<file path="src/rtl/rv32i_pkg.sv">
// rv32i_pkg: shared RV32I load/store encodings, LSU FSM states, memory command
// payload and the request-decode helpers used by the load/store unit.
package rv32i_pkg;

  // funct3 encodings for loads and stores
  localparam logic [2:0] F3_B  = 3'b000;
  localparam logic [2:0] F3_H  = 3'b001;
  localparam logic [2:0] F3_W  = 3'b010;
  localparam logic [2:0] F3_BU = 3'b100;
  localparam logic [2:0] F3_HU = 3'b101;

  typedef enum logic [1:0] {
    ST_IDLE   = 2'd0,
    ST_ACCESS = 2'd1,
    ST_RESP   = 2'd2
  } lsu_state_t;

  // Command presented on the memory port for the whole access
  typedef struct packed {
    logic        we;
    logic [31:0] addr;
    logic [3:0]  be;
    logic [31:0] wdata;
  } mem_cmd_t;

  // Reserved encodings, and the unsigned variants which exist only for loads
  function automatic logic f3_illegal(input logic is_store, input logic [2:0] f3);
    return (f3 == 3'b011) || (f3 == 3'b110) || (f3 == 3'b111) || (is_store && f3[2]);
  endfunction

  function automatic logic f3_misaligned(input logic [2:0] f3, input logic [1:0] lo);
    logic mis;
    mis = 1'b0;
    case (f3)
      F3_H, F3_HU: mis = lo[0];
      F3_W:        mis = (lo != 2'b00);
      default:     mis = 1'b0;
    endcase
    return mis;
  endfunction

  // size is funct3[1:0]: 00 byte, 01 half, 10 word
  function automatic logic [3:0] byte_enable(input logic [1:0] size, input logic [1:0] lo);
    logic [3:0] be;
    case (size)
      2'b00:   be = 4'b0001 << lo;
      2'b01:   be = lo[1] ? 4'b1100 : 4'b0011;
      default: be = 4'b1111;
    endcase
    return be;
  endfunction

  function automatic logic [31:0] store_lanes(input logic [1:0] size, input logic [31:0] wd);
    logic [31:0] lanes;
    case (size)
      2'b00:   lanes = {4{wd[7:0]}};
      2'b01:   lanes = {2{wd[15:0]}};
      default: lanes = wd;
    endcase
    return lanes;
  endfunction

endpackage

</file>
<file path="src/rtl/load_align.sv">
// load_align: selects the addressed lane of a read word and sign/zero extends it.
//   mem_rdata : raw 32-bit word from memory
//   addr      : byte offset within the word
//   funct3    : load size/sign
//   result_c  : aligned, extended load value (combinational)
module load_align
  import rv32i_pkg::*;
(
  input  logic [31:0] mem_rdata,
  input  logic [1:0]  addr,
  input  logic [2:0]  funct3,
  output logic [31:0] result_c
);

  logic [31:0] shifted;

  // Move the addressed byte/half down to bit 0
  assign shifted = mem_rdata >> {addr, 3'b000};

  always_comb begin
    result_c = shifted;
    case (funct3)
      F3_B:    result_c = {{24{shifted[7]}}, shifted[7:0]};
      F3_H:    result_c = {{16{shifted[15]}}, shifted[15:0]};
      F3_BU:   result_c = {24'd0, shifted[7:0]};
      F3_HU:   result_c = {16'd0, shifted[15:0]};
      default: result_c = shifted;
    endcase
  end

endmodule

</file>
<file path="src/rtl/load_store_unit.sv">
// load_store_unit: executes one RV32I load/store per start strobe over a
// req/ack memory port, with alignment/legality checks and an access timeout.
//   clk, rst            : clock, synchronous active-high reset
//   start, is_store,
//   funct3, addr, wdata : request from execute, sampled with start
//   busy, done, rdata,
//   misaligned, bus_err : status and load result
//   mem_req, mem_we, mem_addr, mem_wdata, mem_be,
//   mem_ack, mem_rdata  : memory port
module load_store_unit
  import rv32i_pkg::*;
#(
  parameter int unsigned TIMEOUT_CYCLES = 255
) (
  input  logic        clk,
  input  logic        rst,
  input  logic        start,
  input  logic        is_store,
  input  logic [2:0]  funct3,
  input  logic [31:0] addr,
  input  logic [31:0] wdata,
  output logic        busy,
  output logic        done,
  output logic [31:0] rdata,
  output logic        misaligned,
  output logic        bus_err,
  output logic        mem_req,
  output logic        mem_we,
  output logic [31:0] mem_addr,
  output logic [31:0] mem_wdata,
  output logic [3:0]  mem_be,
  input  logic        mem_ack,
  input  logic [31:0] mem_rdata
);

  localparam int unsigned CNT_W = (TIMEOUT_CYCLES < 2) ? 1 : $clog2(TIMEOUT_CYCLES + 1);

  lsu_state_t   state_q, state_d;
  mem_cmd_t     cmd_q, cmd_d;
  logic         req_q, req_d;
  logic         done_q, done_d;
  logic         busy_q, busy_d;
  logic         mis_q, mis_d;
  logic         berr_q, berr_d;
  logic [31:0]  rdata_q, rdata_d;
  logic [CNT_W-1:0] cnt_q, cnt_d, cnt_inc;
  logic [1:0]   off_q, off_d;
  logic [2:0]   f3_q, f3_d;
  logic         req_illegal, req_mis;
  logic [31:0]  load_c;

  load_align u_align (
    .mem_rdata (mem_rdata),
    .addr      (off_q),
    .funct3    (f3_q),
    .result_c  (load_c)
  );

  assign req_illegal = f3_illegal(is_store, funct3);
  assign req_mis     = !req_illegal && f3_misaligned(funct3, addr[1:0]);
  assign cnt_inc     = cnt_q + CNT_W'(1);

  // Next-state and next-output logic
  always_comb begin
    state_d = state_q;
    cmd_d   = cmd_q;
    req_d   = req_q;
    mis_d   = mis_q;
    berr_d  = berr_q;
    rdata_d = rdata_q;
    cnt_d   = cnt_q;
    off_d   = off_q;
    f3_d    = f3_q;
    case (state_q)
      ST_IDLE: begin
        if (start) begin
          mis_d  = req_mis;
          berr_d = req_illegal;
          off_d  = addr[1:0];
          f3_d   = funct3;
          if (req_illegal || req_mis) begin
            state_d = ST_RESP;
          end else begin
            state_d     = ST_ACCESS;
            req_d       = 1'b1;
            cnt_d       = '0;
            cmd_d.we    = is_store;
            cmd_d.addr  = {addr[31:2], 2'b00};
            cmd_d.be    = byte_enable(funct3[1:0], addr[1:0]);
            cmd_d.wdata = store_lanes(funct3[1:0], wdata);
          end
        end
      end
      ST_ACCESS: begin
        // An ack in the timeout cycle still completes the access normally
        if (mem_ack) begin
          state_d  = ST_RESP;
          req_d    = 1'b0;
          cmd_d.we = 1'b0;
          if (!cmd_q.we) begin
            rdata_d = load_c;
          end
        end else if (cnt_inc == CNT_W'(TIMEOUT_CYCLES)) begin
          state_d  = ST_RESP;
          req_d    = 1'b0;
          cmd_d.we = 1'b0;
          berr_d   = 1'b1;
          cnt_d    = cnt_inc;
        end else begin
          cnt_d = cnt_inc;
        end
      end
      ST_RESP: state_d = ST_IDLE;
      default: state_d = ST_IDLE;
    endcase
    done_d = (state_d == ST_RESP);
    busy_d = (state_d != ST_IDLE);
  end

  // State and registered outputs
  always_ff @(posedge clk) begin
    if (rst) begin
      state_q <= ST_IDLE;
      cmd_q   <= '0;
      req_q   <= 1'b0;
      done_q  <= 1'b0;
      busy_q  <= 1'b0;
      mis_q   <= 1'b0;
      berr_q  <= 1'b0;
      rdata_q <= '0;
      cnt_q   <= '0;
      off_q   <= '0;
      f3_q    <= '0;
    end else begin
      state_q <= state_d;
      cmd_q   <= cmd_d;
      req_q   <= req_d;
      done_q  <= done_d;
      busy_q  <= busy_d;
      mis_q   <= mis_d;
      berr_q  <= berr_d;
      rdata_q <= rdata_d;
      cnt_q   <= cnt_d;
      off_q   <= off_d;
      f3_q    <= f3_d;
    end
  end

  assign busy       = busy_q;
  assign done       = done_q;
  assign rdata      = rdata_q;
  assign misaligned = mis_q;
  assign bus_err    = berr_q;
  assign mem_req    = req_q;
  assign mem_we     = cmd_q.we;
  assign mem_addr   = cmd_q.addr;
  assign mem_wdata  = cmd_q.wdata;
  assign mem_be     = cmd_q.be;

endmodule

</file>
<file path="config.mk">
export PLATFORM = sky130hd
export DESIGN_NAME = load_store_unit
export DESIGN_NICKNAME = d
export VERILOG_FILES = /design/src/rtl/rv32i_pkg.sv /design/src/rtl/load_align.sv /design/src/rtl/load_store_unit.sv
export SDC_FILE = /design/constraint.sdc
export NUM_CORES = 1
export LEC_CHECK = 0
export CAP_MARGIN = 10
export CELL_PAD_IN_SITES_DETAIL_PLACEMENT = 0
export CELL_PAD_IN_SITES_GLOBAL_PLACEMENT = 1
export CORE_MARGIN = 4
export CORE_UTILIZATION = 32
export DETAILED_ROUTE_END_ITERATION = 10
export GPL_TIMING_DRIVEN = 0
export PLACE_DENSITY = 0.82
export SYNTH_ARGS = -nofsm -noshare
export SYNTH_HDL_FRONTEND = slang
export SYNTH_HIERARCHICAL = 1
export SYNTH_SLANG_ARGS = --single-unit
</file>
<file path="constraint.sdc">
create_clock -name clk -period 3 [get_ports clk]
set_clock_uncertainty 0.2 [all_clocks]
set_input_delay 0.9 -clock clk [delete_from_list [all_inputs] [get_ports clk]]
set_output_delay 0.9 -clock clk [all_outputs]
set_load 0.05 [all_outputs]
</file>
==> flow_summary.yaml <==
cts:
  clk_latency_ps: 410
  clock_sinks: 119
  clk_pin_slew_ps: 60
  htreeDepth: 4
  cts_tree: "done"
  cts_buffers: 17
  cts_max_path_buffers: 2
  cts_root_buf: "clkbuf_16"
  postCtsSetupRepairBufs: 0
worst_setup_path:
  critPathTopFamily: "buffers and inverters"
  crit_slowest_cell: "clkdlybuf4s50_1"
  path_cells: "clkdlybuf4s50_1, nor3b_4, nand3_2, buf_2, clkbuf_1, o21ai_0, a21oi_1"
  cp-start-kind: "input pin"
  rrSetupSlack_ps: 830
  slowest_delay_ps: 550
  critPathRequiredTime_ps: 3080
  cp_num_buf_inv: 3
  crit_type: "input pin to register"
  cp_data_arrival_time_ps: 2880
  end_kind: "register"
  critPathMaxFanout: 10
power:
  leakagePower_nw: 2.91
  power_mw: 4.76
  power_density_mw_per_mm2: 553
  ir_drop_uv: 365
drt:
  antenna_left: 0
  wire_per_inst_microns: 18.3
  via_count: 6041
  drt_iter0_markers: 310
  wl_microns: 21300
  dr.pass1.iters: 5
  drc_errors: 0
  viasPerCell: 5.19
timing:
  hold_violations: 0
  fin_crit_ps: 2810
  rsz0062_at_grt: "false"
  tns_ps: 0
  fin_crit_sh_pct: 93.5
  maxSlewHeadroom_pct: 54.9
  hold_slack_ps: 251
  fmax_mhz: 356
  drv_slew: 0
  finalSetupViolations: 0
  worst_pin_slew_ps: 677
  setup_slack_ps: 194
yosys:
  yosysWarnings: 6
  yosys.area.top_type_share_pct: 41.7
  synthAdderAreaFrac_pct: 0.438
  synth.avg_cell_area_sq_um: 8.11
  synthXorXnorAreaFrac_pct: 0.307
  synthSimpleGateAreaFrac_pct: 17.3
  synth-edff-count: 0
  yosysTopAreaCell: "dfxtp_1"
  synth-main-ff-cell: "dfxtp_1"
  synth_area_leaders: "dfxtp_1 42%, a21oi_1 10%, nand2_1 7.6%, mux2i_1 6.3%, o21ai_0 5.3%"
  ys_types: 54
  synth_area_sq_mm: 0.00571
  syn_inst: 704
  post-synth-top-count-cell: "dfxtp_1"
  synth-seq-cells: 119
  synth-compound-area-share_pct: 27.7
  async_flop_share_pct: 0
  yosysSeqAreaShare_pct: 41.7
  synthMuxAreaShare_pct: 6.31
  synth_common_cells: "119 x dfxtp_1, 117 x a21oi_1, 115 x nand2_1"
  synth_top_family_by_area: "compound AO/OA/AOI/OAI gates"
layout:
  final_util_pct: 49.4
  final_area_sq_mm: 0.00860
  antenna-diode-count: 0
  fin_cells: 1165
  fin_nets: 1033
  area_growth_pct: 50.6
  drive_gt1_share_pct: 8.72
die:
  core_area_sq_mm: 0.0174
  die_w_microns: 142
  boundaryPins: 210
  rows: 48
  start_util_pct: 32.8
  dieArea_sq_mm: 0.0200
  die_y_microns: 142
outcome:
  status: "finished clean"
hold_path:
  min-delay-path-class: "register to register"
global_route:
  grtUsageTotal_pct: 20.9
  grt_pass1_vias: 5817
  grt_max_degree: 17
  grt_first_pass_wirelength_microns: 32900
  antenna_found_initial: 0
  grt.overflow.total: 0
run:
  drv_cap: 0
placed_design:
  placedInstanceArea_sq_mm: 0.00803
  place_ws_ps: -336
  dpl.cell_count: 1133
  place.gp.congestion: 0.878
  dp_hpwl_microns: 15800
  port_buffers: 203
-- layout make-up --
cell class | count | area [sq um]
flip-flops and latches | 119 | 2380
well taps | 225 | 282
repair buffers | 203 | 2030
clock inverters | 12 | 101
clock buffers | 20 | 467
plain buffers | 66 | 335
inverters | 4 | 15.0
fillers | 1744 | 8820
multi-input cells | 516 | 2980
-- power breakdown --
part	switching [mW]	internal [mW]
Sequential	0.0463	1.66
Combinational	0.686	0.420
Clock	0.745	1.20
Total	1.48	3.28
-- flip-flops by register name, indices dropped and copies added (netlist names) --
register and cells:
f3_q 3, state_q 2, misaligned 1, cnt_q 8, rdata 32, busy 1, mem_addr 30, mem_wdata 32
done 1, bus_err 1, mem_be 4, mem_req 1, off_q 2, mem_we 1
-- path summary, 6_finish.rpt --
kind / cells after the start / end / start
setup / recovery: 7 / mem_addr[19] / start
hold / removal: 2 / off_q[1] / off_q[1]
setup reg to reg: 6 / mem_addr[19] / state_q[1]
hold reg to reg: 2 / off_q[1] / off_q[1]
-- worst reg2reg max path: cells and delay by family, from the launching register on --
| kind | cells | cell delay [ps] |
|---|---|---|
| flops | 1 | 400 |
| buf+inv | 2 | 520 |
| compound gates | 2 | 300 |
| simple gates | 2 | 630 |
-- cell families (layout without fill, tap and decap cells) --
family          count (synthesis)  after routing
compound gates                255            255
xor+xnor                        2              2
other cells                     1              2
mux                            36             36
buf+inv                        70            305
flops                         119            119
simple gates                  219            219
fa+ha+maj                       2              2
-- cells in the final DEF, fill, tap and decap left out, types with 12 or more instances in the layout --
cell type,n
clkdlybuf4s50_1,203
dfxtp_1,119
a21oi_1,117
nand2_1,115
o21ai_0,61
nand3_1,42
clkbuf_1,37
mux2i_1,36
nor2_1,30
a211oi_1,25
clkbuf_16,17
buf_2,12
-- timing repair --
| action | CTS | global route |
|---|---|---|
| hold buffers | 0 | 0 |
| resized for setup | 0 | 1 |
| hold endpoints to repair | 0 | 0 |
| setup endpoints to repair | 0 | 19 |
-- per-layer routing --
| metal | part of all wire (%) | vias up | GRT usage (%) |
|---|---|---|---|
| met4 | 0.98 | 0 | 4.85 |
| li1 | - | 2975 | - |
| met5 | 0 | - | 0 |
| met2 | 45 | 233 | 33.0 |
| met1 | 44 | 2814 | 26.2 |
| met3 | 10 | 19 | 9.30 |
(Power assumes the default switching activity.)
